File: config.mk
export PLATFORM = sky130hd
export DESIGN_NAME = ball_move_ctrl_flat
export DESIGN_NICKNAME = d
export VERILOG_FILES = /design/src/rtl/ball_pkg.sv /design/src/rtl/ball_move_ctrl_if.sv /design/src/rtl/ball_tick_gen.sv /design/src/rtl/ball_move_ctrl.sv /design/src/flat_wrapper.sv
export SDC_FILE = /design/constraint.sdc
export NUM_CORES = 1
export LEC_CHECK = 0
export BUFFER_PORTS_ARGS = -buffer_cell sky130_fd_sc_hd__buf_2
export CORE_ASPECT_RATIO = 2
export CORE_MARGIN = 4
export CORE_UTILIZATION = 40
export DETAILED_ROUTE_END_ITERATION = 10
export PLACE_DENSITY = 0.68
export REMOVE_ABC_BUFFERS = 1
export SETUP_SLACK_MARGIN = 0.3
export SLEW_MARGIN = 20
export SYNTH_ARGS = -nofsm -noshare
export SYNTH_HDL_FRONTEND = slang
export SYNTH_HIERARCHICAL = 1
export SYNTH_SLANG_ARGS = --single-unit
File: constraint.sdc
create_clock -name clk -period 2.3 [get_ports clk]
set_clock_uncertainty 0.15 [all_clocks]
set_input_delay 0.115 -clock clk [delete_from_list [all_inputs] [get_ports clk]]
set_output_delay 0.115 -clock clk [all_outputs]
set_load 0.03 [all_outputs]
File: src/rtl/ball_pkg.sv
// Shared types, widths and the per-axis move resolver for the ball movement controller.
package ball_pkg;

  localparam int COORD_W    = 8;
  localparam int MAP_ADDR_W = 16;

  typedef enum logic [2:0] {
    IDLE   = 3'd0,
    X_REQ  = 3'd1,
    X_WAIT = 3'd2,
    Y_REQ  = 3'd3,
    Y_WAIT = 3'd4,
    DONE   = 3'd5
  } state_t;

  typedef struct packed {
    logic x_inc;
    logic x_dec;
    logic y_inc;
    logic y_dec;
  } dir_t;

  typedef struct packed {
    logic               lookup;
    logic               blocked;
    logic [COORD_W-1:0] cand;
  } step_t;

  // Opposing or absent requests do nothing; a step past either edge is rejected without a lookup.
  function automatic step_t axis_step(input logic [COORD_W-1:0] pos, input logic inc,
                                      input logic dec, input logic [COORD_W-1:0] max_pos);
    step_t s;
    s.lookup  = 1'b0;
    s.blocked = 1'b0;
    s.cand    = pos;
    if (inc && !dec) begin
      if (pos == max_pos) begin
        s.blocked = 1'b1;
      end else begin
        s.lookup = 1'b1;
        s.cand   = pos + 8'd1;
      end
    end else if (dec && !inc) begin
      if (pos == 8'd0) begin
        s.blocked = 1'b1;
      end else begin
        s.lookup = 1'b1;
        s.cand   = pos - 8'd1;
      end
    end else begin
      s.lookup = 1'b0;
    end
    return s;
  endfunction

endpackage

File: src/rtl/ball_move_ctrl_if.sv
// Map lookup handshake between the movement controller (master) and the wall map (slave).
interface ball_move_ctrl_if;
  import ball_pkg::*;

  logic                  map_req;
  logic [MAP_ADDR_W-1:0] map_addr;
  logic                  map_ack;
  logic                  map_wall;

  modport master (output map_req, output map_addr, input map_ack, input map_wall);
  modport slave  (input map_req, input map_addr, output map_ack, output map_wall);

endinterface

File: src/rtl/ball_tick_gen.sv
// Free-running move-attempt tick: one registered pulse every TOP_CNT+1 clock cycles.
module ball_tick_gen #(
  parameter int CLK_FREQUENCY_HZ       = 100000000,
  parameter int UPDATE_FREQUENCY_HZ    = 5,
  parameter int SIMULATE               = 0,
  parameter int SIMULATE_FREQUENCY_CNT = 5
) (
  input  logic clk,
  input  logic reset,
  output logic tick
);

  localparam int TOP_CNT = (SIMULATE != 0) ? SIMULATE_FREQUENCY_CNT
                                           : (CLK_FREQUENCY_HZ / UPDATE_FREQUENCY_HZ) - 1;

  logic [31:0] cnt_r;
  logic [31:0] cnt_next_s;
  logic        tick_r;
  logic        tick_next_s;

  // Wrap the counter at the terminal count and flag the wrap.
  always_comb begin
    cnt_next_s  = cnt_r + 32'd1;
    tick_next_s = 1'b0;
    if (cnt_r == 32'(TOP_CNT)) begin
      cnt_next_s  = 32'd0;
      tick_next_s = 1'b1;
    end else begin
      tick_next_s = 1'b0;
    end
  end

  // Counter and tick registers.
  always_ff @(posedge clk or posedge reset) begin
    if (reset) begin
      cnt_r  <= 32'd0;
      tick_r <= 1'b0;
    end else begin
      cnt_r  <= cnt_next_s;
      tick_r <= tick_next_s;
    end
  end

  assign tick = tick_r;

endmodule

File: src/rtl/ball_move_ctrl.sv
// Ball position controller: on each tick, tries an X step then a Y step, each gated by a wall lookup.
// Define BALL_BLOCK_CNT_EN to add the saturating blocked_cnt output.
module ball_move_ctrl
  import ball_pkg::*;
#(
  parameter int                 CLK_FREQUENCY_HZ       = 100000000,
  parameter int                 UPDATE_FREQUENCY_HZ    = 5,
  parameter int                 SIMULATE               = 0,
  parameter int                 SIMULATE_FREQUENCY_CNT = 5,
  parameter logic [COORD_W-1:0] X_MAX                  = 8'd159,
  parameter logic [COORD_W-1:0] Y_MAX                  = 8'd119,
  parameter logic [COORD_W-1:0] START_X                = 8'd1,
  parameter logic [COORD_W-1:0] START_Y                = 8'd1,
  parameter int                 ACK_TIMEOUT            = 16
) (
  input  logic               clk,
  input  logic               reset,
  input  logic               x_increment,
  input  logic               x_decrement,
  input  logic               y_increment,
  input  logic               y_decrement,
  ball_move_ctrl_if.master   map_bus,
  output logic [COORD_W-1:0] x_out,
  output logic [COORD_W-1:0] y_out,
  output logic               busy,
  output logic               move_done,
  output logic               blocked,
  output logic               tick_overrun
`ifdef BALL_BLOCK_CNT_EN
  ,
  output logic [7:0]         blocked_cnt
`endif
);

  logic                  tick_s;
  state_t                state_r, state_next_s;
  dir_t                  dir_r, dir_next_s;
  logic [COORD_W-1:0]    x_r, x_next_s, y_r, y_next_s, cand_r, cand_next_s;
  logic [15:0]           wait_r, wait_next_s;
  logic                  req_r, req_next_s;
  logic [MAP_ADDR_W-1:0] addr_r, addr_next_s;
  logic                  blocked_r, blocked_next_s;
  logic                  busy_r, done_r, overrun_r;
  step_t                 xs_s, ys_s;

  ball_tick_gen #(
    .CLK_FREQUENCY_HZ      (CLK_FREQUENCY_HZ),
    .UPDATE_FREQUENCY_HZ   (UPDATE_FREQUENCY_HZ),
    .SIMULATE              (SIMULATE),
    .SIMULATE_FREQUENCY_CNT(SIMULATE_FREQUENCY_CNT)
  ) u_tick (
    .clk  (clk),
    .reset(reset),
    .tick (tick_s)
  );

  // Next-state and datapath decisions; Y uses the already-committed x_r so X takes effect first.
  always_comb begin
    state_next_s   = state_r;
    dir_next_s     = dir_r;
    x_next_s       = x_r;
    y_next_s       = y_r;
    cand_next_s    = cand_r;
    wait_next_s    = wait_r;
    req_next_s     = req_r;
    addr_next_s    = addr_r;
    blocked_next_s = 1'b0;
    xs_s = axis_step(x_r, dir_r.x_inc, dir_r.x_dec, X_MAX);
    ys_s = axis_step(y_r, dir_r.y_inc, dir_r.y_dec, Y_MAX);
    case (state_r)
      IDLE: begin
        if (tick_s) begin
          dir_next_s   = '{x_inc: x_increment, x_dec: x_decrement,
                           y_inc: y_increment, y_dec: y_decrement};
          state_next_s = X_REQ;
        end else begin
          state_next_s = IDLE;
        end
      end
      X_REQ: begin
        if (xs_s.lookup) begin
          req_next_s   = 1'b1;
          addr_next_s  = {y_r, xs_s.cand};
          cand_next_s  = xs_s.cand;
          wait_next_s  = 16'd0;
          state_next_s = X_WAIT;
        end else begin
          blocked_next_s = xs_s.blocked;
          state_next_s   = Y_REQ;
        end
      end
      X_WAIT: begin
        if (map_bus.map_ack) begin
          req_next_s     = 1'b0;
          blocked_next_s = map_bus.map_wall;
          x_next_s       = map_bus.map_wall ? x_r : cand_r;
          state_next_s   = Y_REQ;
        end else if (wait_r == 16'(ACK_TIMEOUT - 1)) begin
          req_next_s     = 1'b0;
          blocked_next_s = 1'b1;
          state_next_s   = Y_REQ;
        end else begin
          wait_next_s = wait_r + 16'd1;
        end
      end
      Y_REQ: begin
        if (ys_s.lookup) begin
          req_next_s   = 1'b1;
          addr_next_s  = {ys_s.cand, x_r};
          cand_next_s  = ys_s.cand;
          wait_next_s  = 16'd0;
          state_next_s = Y_WAIT;
        end else begin
          blocked_next_s = ys_s.blocked;
          state_next_s   = DONE;
        end
      end
      Y_WAIT: begin
        if (map_bus.map_ack) begin
          req_next_s     = 1'b0;
          blocked_next_s = map_bus.map_wall;
          y_next_s       = map_bus.map_wall ? y_r : cand_r;
          state_next_s   = DONE;
        end else if (wait_r == 16'(ACK_TIMEOUT - 1)) begin
          req_next_s     = 1'b0;
          blocked_next_s = 1'b1;
          state_next_s   = DONE;
        end else begin
          wait_next_s = wait_r + 16'd1;
        end
      end
      DONE: begin
        state_next_s = IDLE;
      end
      default: begin
        state_next_s = IDLE;
        req_next_s   = 1'b0;
      end
    endcase
  end

  // State, position and registered status outputs.
  always_ff @(posedge clk or posedge reset) begin
    if (reset) begin
      state_r   <= IDLE;
      dir_r     <= '0;
      x_r       <= START_X;
      y_r       <= START_Y;
      cand_r    <= 8'd0;
      wait_r    <= 16'd0;
      req_r     <= 1'b0;
      addr_r    <= 16'd0;
      blocked_r <= 1'b0;
      busy_r    <= 1'b0;
      done_r    <= 1'b0;
      overrun_r <= 1'b0;
    end else begin
      state_r   <= state_next_s;
      dir_r     <= dir_next_s;
      x_r       <= x_next_s;
      y_r       <= y_next_s;
      cand_r    <= cand_next_s;
      wait_r    <= wait_next_s;
      req_r     <= req_next_s;
      addr_r    <= addr_next_s;
      blocked_r <= blocked_next_s;
      busy_r    <= (state_next_s != IDLE);
      done_r    <= (state_next_s == DONE);
      overrun_r <= tick_s && (state_r != IDLE);
    end
  end

`ifdef BALL_BLOCK_CNT_EN
  logic [7:0] blkcnt_r;

  // Saturating count of rejected axis moves.
  always_ff @(posedge clk or posedge reset) begin
    if (reset) begin
      blkcnt_r <= 8'd0;
    end else if (blocked_next_s && (blkcnt_r != 8'hFF)) begin
      blkcnt_r <= blkcnt_r + 8'd1;
    end else begin
      blkcnt_r <= blkcnt_r;
    end
  end

  assign blocked_cnt = blkcnt_r;
`endif

  assign map_bus.map_req  = req_r;
  assign map_bus.map_addr = addr_r;
  assign x_out            = x_r;
  assign y_out            = y_r;
  assign busy             = busy_r;
  assign move_done        = done_r;
  assign blocked          = blocked_r;
  assign tick_overrun     = overrun_r;

endmodule

File: src/flat_wrapper.sv
// flat-port wrapper written by rule: the top's interface ports become plain ports
module ball_move_ctrl_flat import ball_pkg::*;
#(
  parameter int                 CLK_FREQUENCY_HZ       = 100000000,
  parameter int                 UPDATE_FREQUENCY_HZ    = 5,
  parameter int                 SIMULATE               = 0,
  parameter int                 SIMULATE_FREQUENCY_CNT = 5,
  parameter logic [COORD_W-1:0] X_MAX                  = 8'd159,
  parameter logic [COORD_W-1:0] Y_MAX                  = 8'd119,
  parameter logic [COORD_W-1:0] START_X                = 8'd1,
  parameter logic [COORD_W-1:0] START_Y                = 8'd1,
  parameter int                 ACK_TIMEOUT            = 16
)
  (clk, reset, x_increment, x_decrement, y_increment, y_decrement, x_out, y_out, busy, move_done, blocked, tick_overrun, map_bus_map_req, map_bus_map_addr, map_bus_map_ack, map_bus_map_wall);
  ball_move_ctrl_if map_bus_i ();
  input  logic clk;
  input  logic reset;
  input  logic x_increment;
  input  logic x_decrement;
  input  logic y_increment;
  input  logic y_decrement;
  output logic [COORD_W-1:0] x_out;
  output logic [COORD_W-1:0] y_out;
  output logic busy;
  output logic move_done;
  output logic blocked;
  output logic tick_overrun;
  output wire logic [$bits(map_bus_i.map_req)-1:0] map_bus_map_req;
  output wire logic [$bits(map_bus_i.map_addr)-1:0] map_bus_map_addr;
  input wire logic [$bits(map_bus_i.map_ack)-1:0] map_bus_map_ack;
  input wire logic [$bits(map_bus_i.map_wall)-1:0] map_bus_map_wall;
  assign map_bus_map_req = map_bus_i.map_req;
  assign map_bus_map_addr = map_bus_i.map_addr;
  assign map_bus_i.map_ack = map_bus_map_ack;
  assign map_bus_i.map_wall = map_bus_map_wall;
  ball_move_ctrl #(.CLK_FREQUENCY_HZ(CLK_FREQUENCY_HZ), .UPDATE_FREQUENCY_HZ(UPDATE_FREQUENCY_HZ), .SIMULATE(SIMULATE), .SIMULATE_FREQUENCY_CNT(SIMULATE_FREQUENCY_CNT), .X_MAX(X_MAX), .Y_MAX(Y_MAX), .START_X(START_X), .START_Y(START_Y), .ACK_TIMEOUT(ACK_TIMEOUT)) u_core (.clk(clk), .reset(reset), .x_increment(x_increment), .x_decrement(x_decrement), .y_increment(y_increment), .y_decrement(y_decrement), .map_bus(map_bus_i), .x_out(x_out), .y_out(y_out), .busy(busy), .move_done(move_done), .blocked(blocked), .tick_overrun(tick_overrun));
endmodule
==> impl_metrics.csv <==
group,metric,value,unit
cells_and_area,drive_gt1_share,46.3,%
clocking,numCtsBuffers,9,
critical_path,worst-setup-path-type,"flop to flop",
power,p_per_area,424,mW/mm^2
cells_and_area,nNetsFinal,798,
clocking,cts-root-buf,"clkbuf_16",
global_routing,antenna_found_initial,0,
logic_synthesis,yosysTopAreaCell,"dfrtp_1",
logic_synthesis,async_flop_share,100,%
global_routing,grt_first_pass_wirelength,29800,um
logic_synthesis,yosys_most_used_dff,"dfrtp_1",
cells_and_area,multi_input_area,0.00365,sq mm
sta,hold_viol,0,
drt,vias,5655,
sta,max_freq,0.430,GHz
outcome,status,"finished, violations left",
critical_path,max_stage_delay,0.58,ns
critical_path,critPathTopFamily,"simple AND/OR/NAND/NOR gates",
critical_path,cpMaxStageDelayCell,"dfstp_2",
place,dp_hpwl,13300,um
outcome,violations,"negative setup slack",
place,port_buffers,44,
cells_and_area,area_growth,46.9,%
critical_path,worstPathMaxFanout,3,
floorplan,die_w,92.4,um
floorplan,dieArea,0.0163,sq mm
drt,wl_met3,799,um
sta,relSlewSlack,62.2,%
clocking,clkLatencyLatePin,0.36,ns
global_routing,grt_use_total,23.6,%
critical_path,cp_num_buf_inv,1,
cells_and_area,fin_util,59.9,%
sta,worst_pin_slew,0.566,ns
drt,via_per_inst,5.79,
drt,ant_nets,0,
critical_path,path_cells,"inv_2 > ha_4 > nor4b_4 > a21bo_4 > a32oi_4 > nand3_2 > or4_1 > o21ai_1",
floorplan,start_util,40.8,%
floorplan,die_h,177,um
logic_synthesis,syn_area,0.00570,sq mm
run,cap_viol_max_count,0,
floorplan,core-area,0.0140,sq mm
critical_path,cp-end-kind,"flop",
drt,drtIter0Drc,408,
logic_synthesis,synthCells,611,
logic_synthesis,synth_edf_count,0,
drt,top_layer,"met4",
clocking,path_clk_slew,0.07,ns
hold_path,hold_path.class,"primary input to flop",
global_routing,grt_max_degree,69,
sta,period_minus_slack,2.32,ns
sta,rsz0062_at_grt,"true",
clocking,clock_sink_count,101,
power,power.leakage,3.74,nW
drt,drt_wl_total,20100,um
place,placed_cell_area,0.00675,sq mm
critical_path,cp.arrival,2.45,ns
logic_synthesis,post_synth.cell_area_avg,9.33,sq um
global_routing,gr-total-overflow,0,
sta,drv_slew,0,
logic_synthesis,synth_top_area_share,43.5,%
cells_and_area,diodes,0,
power,ir_worst_vdd,391,uV
cells_and_area,n_fill_cell,1119,
clocking,cts_buffer_depth,2,
clocking,cts_max_level,3,
cells_and_area,regArea,0.00254,sq mm
drt,met2WireLength,11400,um
sta,setup_ws,-0.0237,ns
global_routing,grt_pass1_vias,5731,
critical_path,worstPathRequired,2.43,ns
logic_synthesis,yosysUniqueCellTypes,76,
drt,drcViolationCount,0,
drt,firstDrtPassIters,5,
logic_synthesis,ys_top_cells_by_area,"dfrtp_1 43%, nand2_1 4.8%, nor2_1 3.4%",
drt,met1Wirelength,6800,um
floorplan,io_pins,45,
logic_synthesis,ys_seq_area_share,44.4,%
drt,wl_per_cell,20.6,um
sta,fin_crit_sh,101,%
logic_synthesis,ys_ff_latch,101,
cells_and_area,stdcell_area,0.00837,sq mm
place,gp_congestion,0.967,
critical_path,startpoint_type,"flop",
logic_synthesis,yosys_warnings,6,
sta,setup_viol,6,
floorplan,row_count,61,
clocking,cts_tree,"yes",
==> layout make-up <==
class	count	area share [%]
inverters	22	0.986
multi-input cells	458	43.6
clock inverters	7	0.956
flip-flops and latches	101	30.3
clock buffers	9	2.69
repair buffers	190	18.6
well taps	189	2.82
==> through the flow <==
step                      std cells  TNS [ns]  power [mW]  hold WS (ns)  worst slack [ns]
final                           976   -0.0806        3.55         0.124           -0.0237
after global routing            976     -1.26        3.65         0.129            -0.108
after CTS                       944    -0.182        3.55        0.0418           -0.0387
after detailed placement        907     -3.04        1.94        0.0853            -0.151
after global placement          907     -1.05        1.94        0.0772           -0.0983
after floorplan                 579    -17.43        1.88        0.0939            -0.676
==> what timing repair did <==
item                                    in CTS  in global routing
endpoints found under the hold margin      105                  0
hold buffers                                 6                  0
pin swaps                                   61                 35
resized for setup                          123                 78
gates cloned                                 4                  2
buffers inserted                            11                 30
endpoints found under the setup margin      57                 76
==> placed cells by master, fill, tap and decap left out, types with 5 or more instances in the layout <==
| master | synthesis | layout |
|---|---|---|
| buf_4 | 2 | 114 |
| dfrtp_1 | 99 | 91 |
| nor2_1 | 51 | 48 |
| nand2_1 | 73 | 48 |
| buf_2 | 6 | 44 |
| nand3_1 | 28 | 22 |
| xor2_1 | 21 | 21 |
| a21oi_1 | 31 | 19 |
| inv_1 | 21 | 17 |
| mux2_2 | 17 | 17 |
| o21ai_0 | 35 | 16 |
| buf_6 | 4 | 15 |
| nor3_1 | 17 | 15 |
| xnor2_1 | 17 | 15 |
| nand2_4 | 0 | 15 |
| o21ai_2 | 0 | 14 |
| a21oi_2 | 1 | 13 |
| nand4_1 | 11 | 11 |
| nand2_2 | 0 | 10 |
| clkbuf_16 | 0 | 9 |
| nor4_1 | 11 | 9 |
| dfrtp_2 | 0 | 8 |
| buf_12 | 0 | 7 |
| nor2b_1 | 7 | 7 |
| o211ai_1 | 7 | 7 |
| o21ai_1 | 2 | 7 |
| dlygate4sd3_1 | 0 | 6 |
| or4_4 | 2 | 5 |
| inv_2 | 1 | 5 |
| nand3_2 | 1 | 5 |
| a31oi_1 | 9 | 5 |
==> worst min-delay path, delay by kind of cell <==
kind            cells  cell delay (ns)
buf+inv             1             0.08
simple gates        1             0.08
compound gates      2             0.32
==> layer usage <==
layer | GRT usage (%) | up-vias
met5 | 0 | -
met2 | 45.6 | 219
li1 | - | 2565
met4 | 12.9 | 0
met1 | 23.1 | 2803
met3 | 3.79 | 68
==> synth_stat cells, drive strengths merged (2+ instances only) <==
library cell	instances
xor2	21
dfstp	2
o31ai	11
a221o	2
or3	7
o32a	2
o311a	2
or4	7
nor3	17
o211ai	7
nand4	13
nor2b	7
o2111ai	3
dfrtp	99
nor4b	6
and3	7
o221ai	2
ha	8
a31oi	9
a21oi	32
a21bo	2
a311oi	3
and2b	3
mux2	17
inv	22
and2	6
nor3b	3
xnor2	17
a211oi	3
or2	4
a41oi	2
nor4	12
o311ai	3
buf	13
a221oi	3
nand2b	2
o21ai	37
o41ai	2
nand2	73
and4	4
clkbuf	19
nand3	29
nor2	51
==> path summary, 6_finish.rpt <==
path | from | slack [ns] | end | cells past startpoint
min in group asynchronous | reset | 0.24 | u_core/wait_r[0] | 4
worst min register to register | u_core/map_bus.map_addr[14] | 0.33 | u_core/map_bus.map_addr[14] | 1
worst min-delay path | map_bus_map_wall | 0.12 | u_core/blocked | 4
worst max-delay path | u_core/y_out[0] | -0.02 | u_core/wait_r[11] | 8
max in group asynchronous | reset | 1.39 | u_core/u_tick/cnt_r[12] | 4
worst max register to register | u_core/y_out[0] | -0.02 | u_core/wait_r[11] | 8
==> report_power, final <==
group / leakage (nW) / switching [mW] / total [mW] / internal [mW]
clock network: 0.148 / 0.756 / 1.62 / 0.861
registers: 1.35 / 0.00494 / 1.78 / 1.78
logic: 2.24 / 0.0911 / 0.146 / 0.0546
total: 3.74 / 0.852 / 3.55 / 2.69
==> registers in the layout, summed over array words and instances, names as in the netlist <==
signal,cells
u_core/u_tick/cnt_r,32
u_core/busy,1
u_core/blocked,1
u_core/dir_r,4
u_core/map_bus.map_req,1
u_core/map_bus.map_addr,16
u_core/cand_r,8
u_core/tick_overrun,1
u_core/wait_r,16
u_core/x_out,8
u_core/move_done,1
u_core/y_out,8
u_core/state_r,3
u_core/u_tick/tick,1
==> cells by family after synthesis <==
| logic type | after synthesis | synth area share, % |
|---|---|---|
| buffers and inverters | 54 | 4.37 |
| flip-flops | 101 | 44.4 |
| AO/OA/AOI/OAI | 136 | 16.2 |
| XOR/XNOR | 38 | 5.84 |
| adder cells (fa/ha/maj) | 8 | 1.76 |
| AND/OR/NAND/NOR | 256 | 23.9 |
| multiplexers | 18 | 3.53 |
Note: power is estimated with default switching activity, not from simulation.
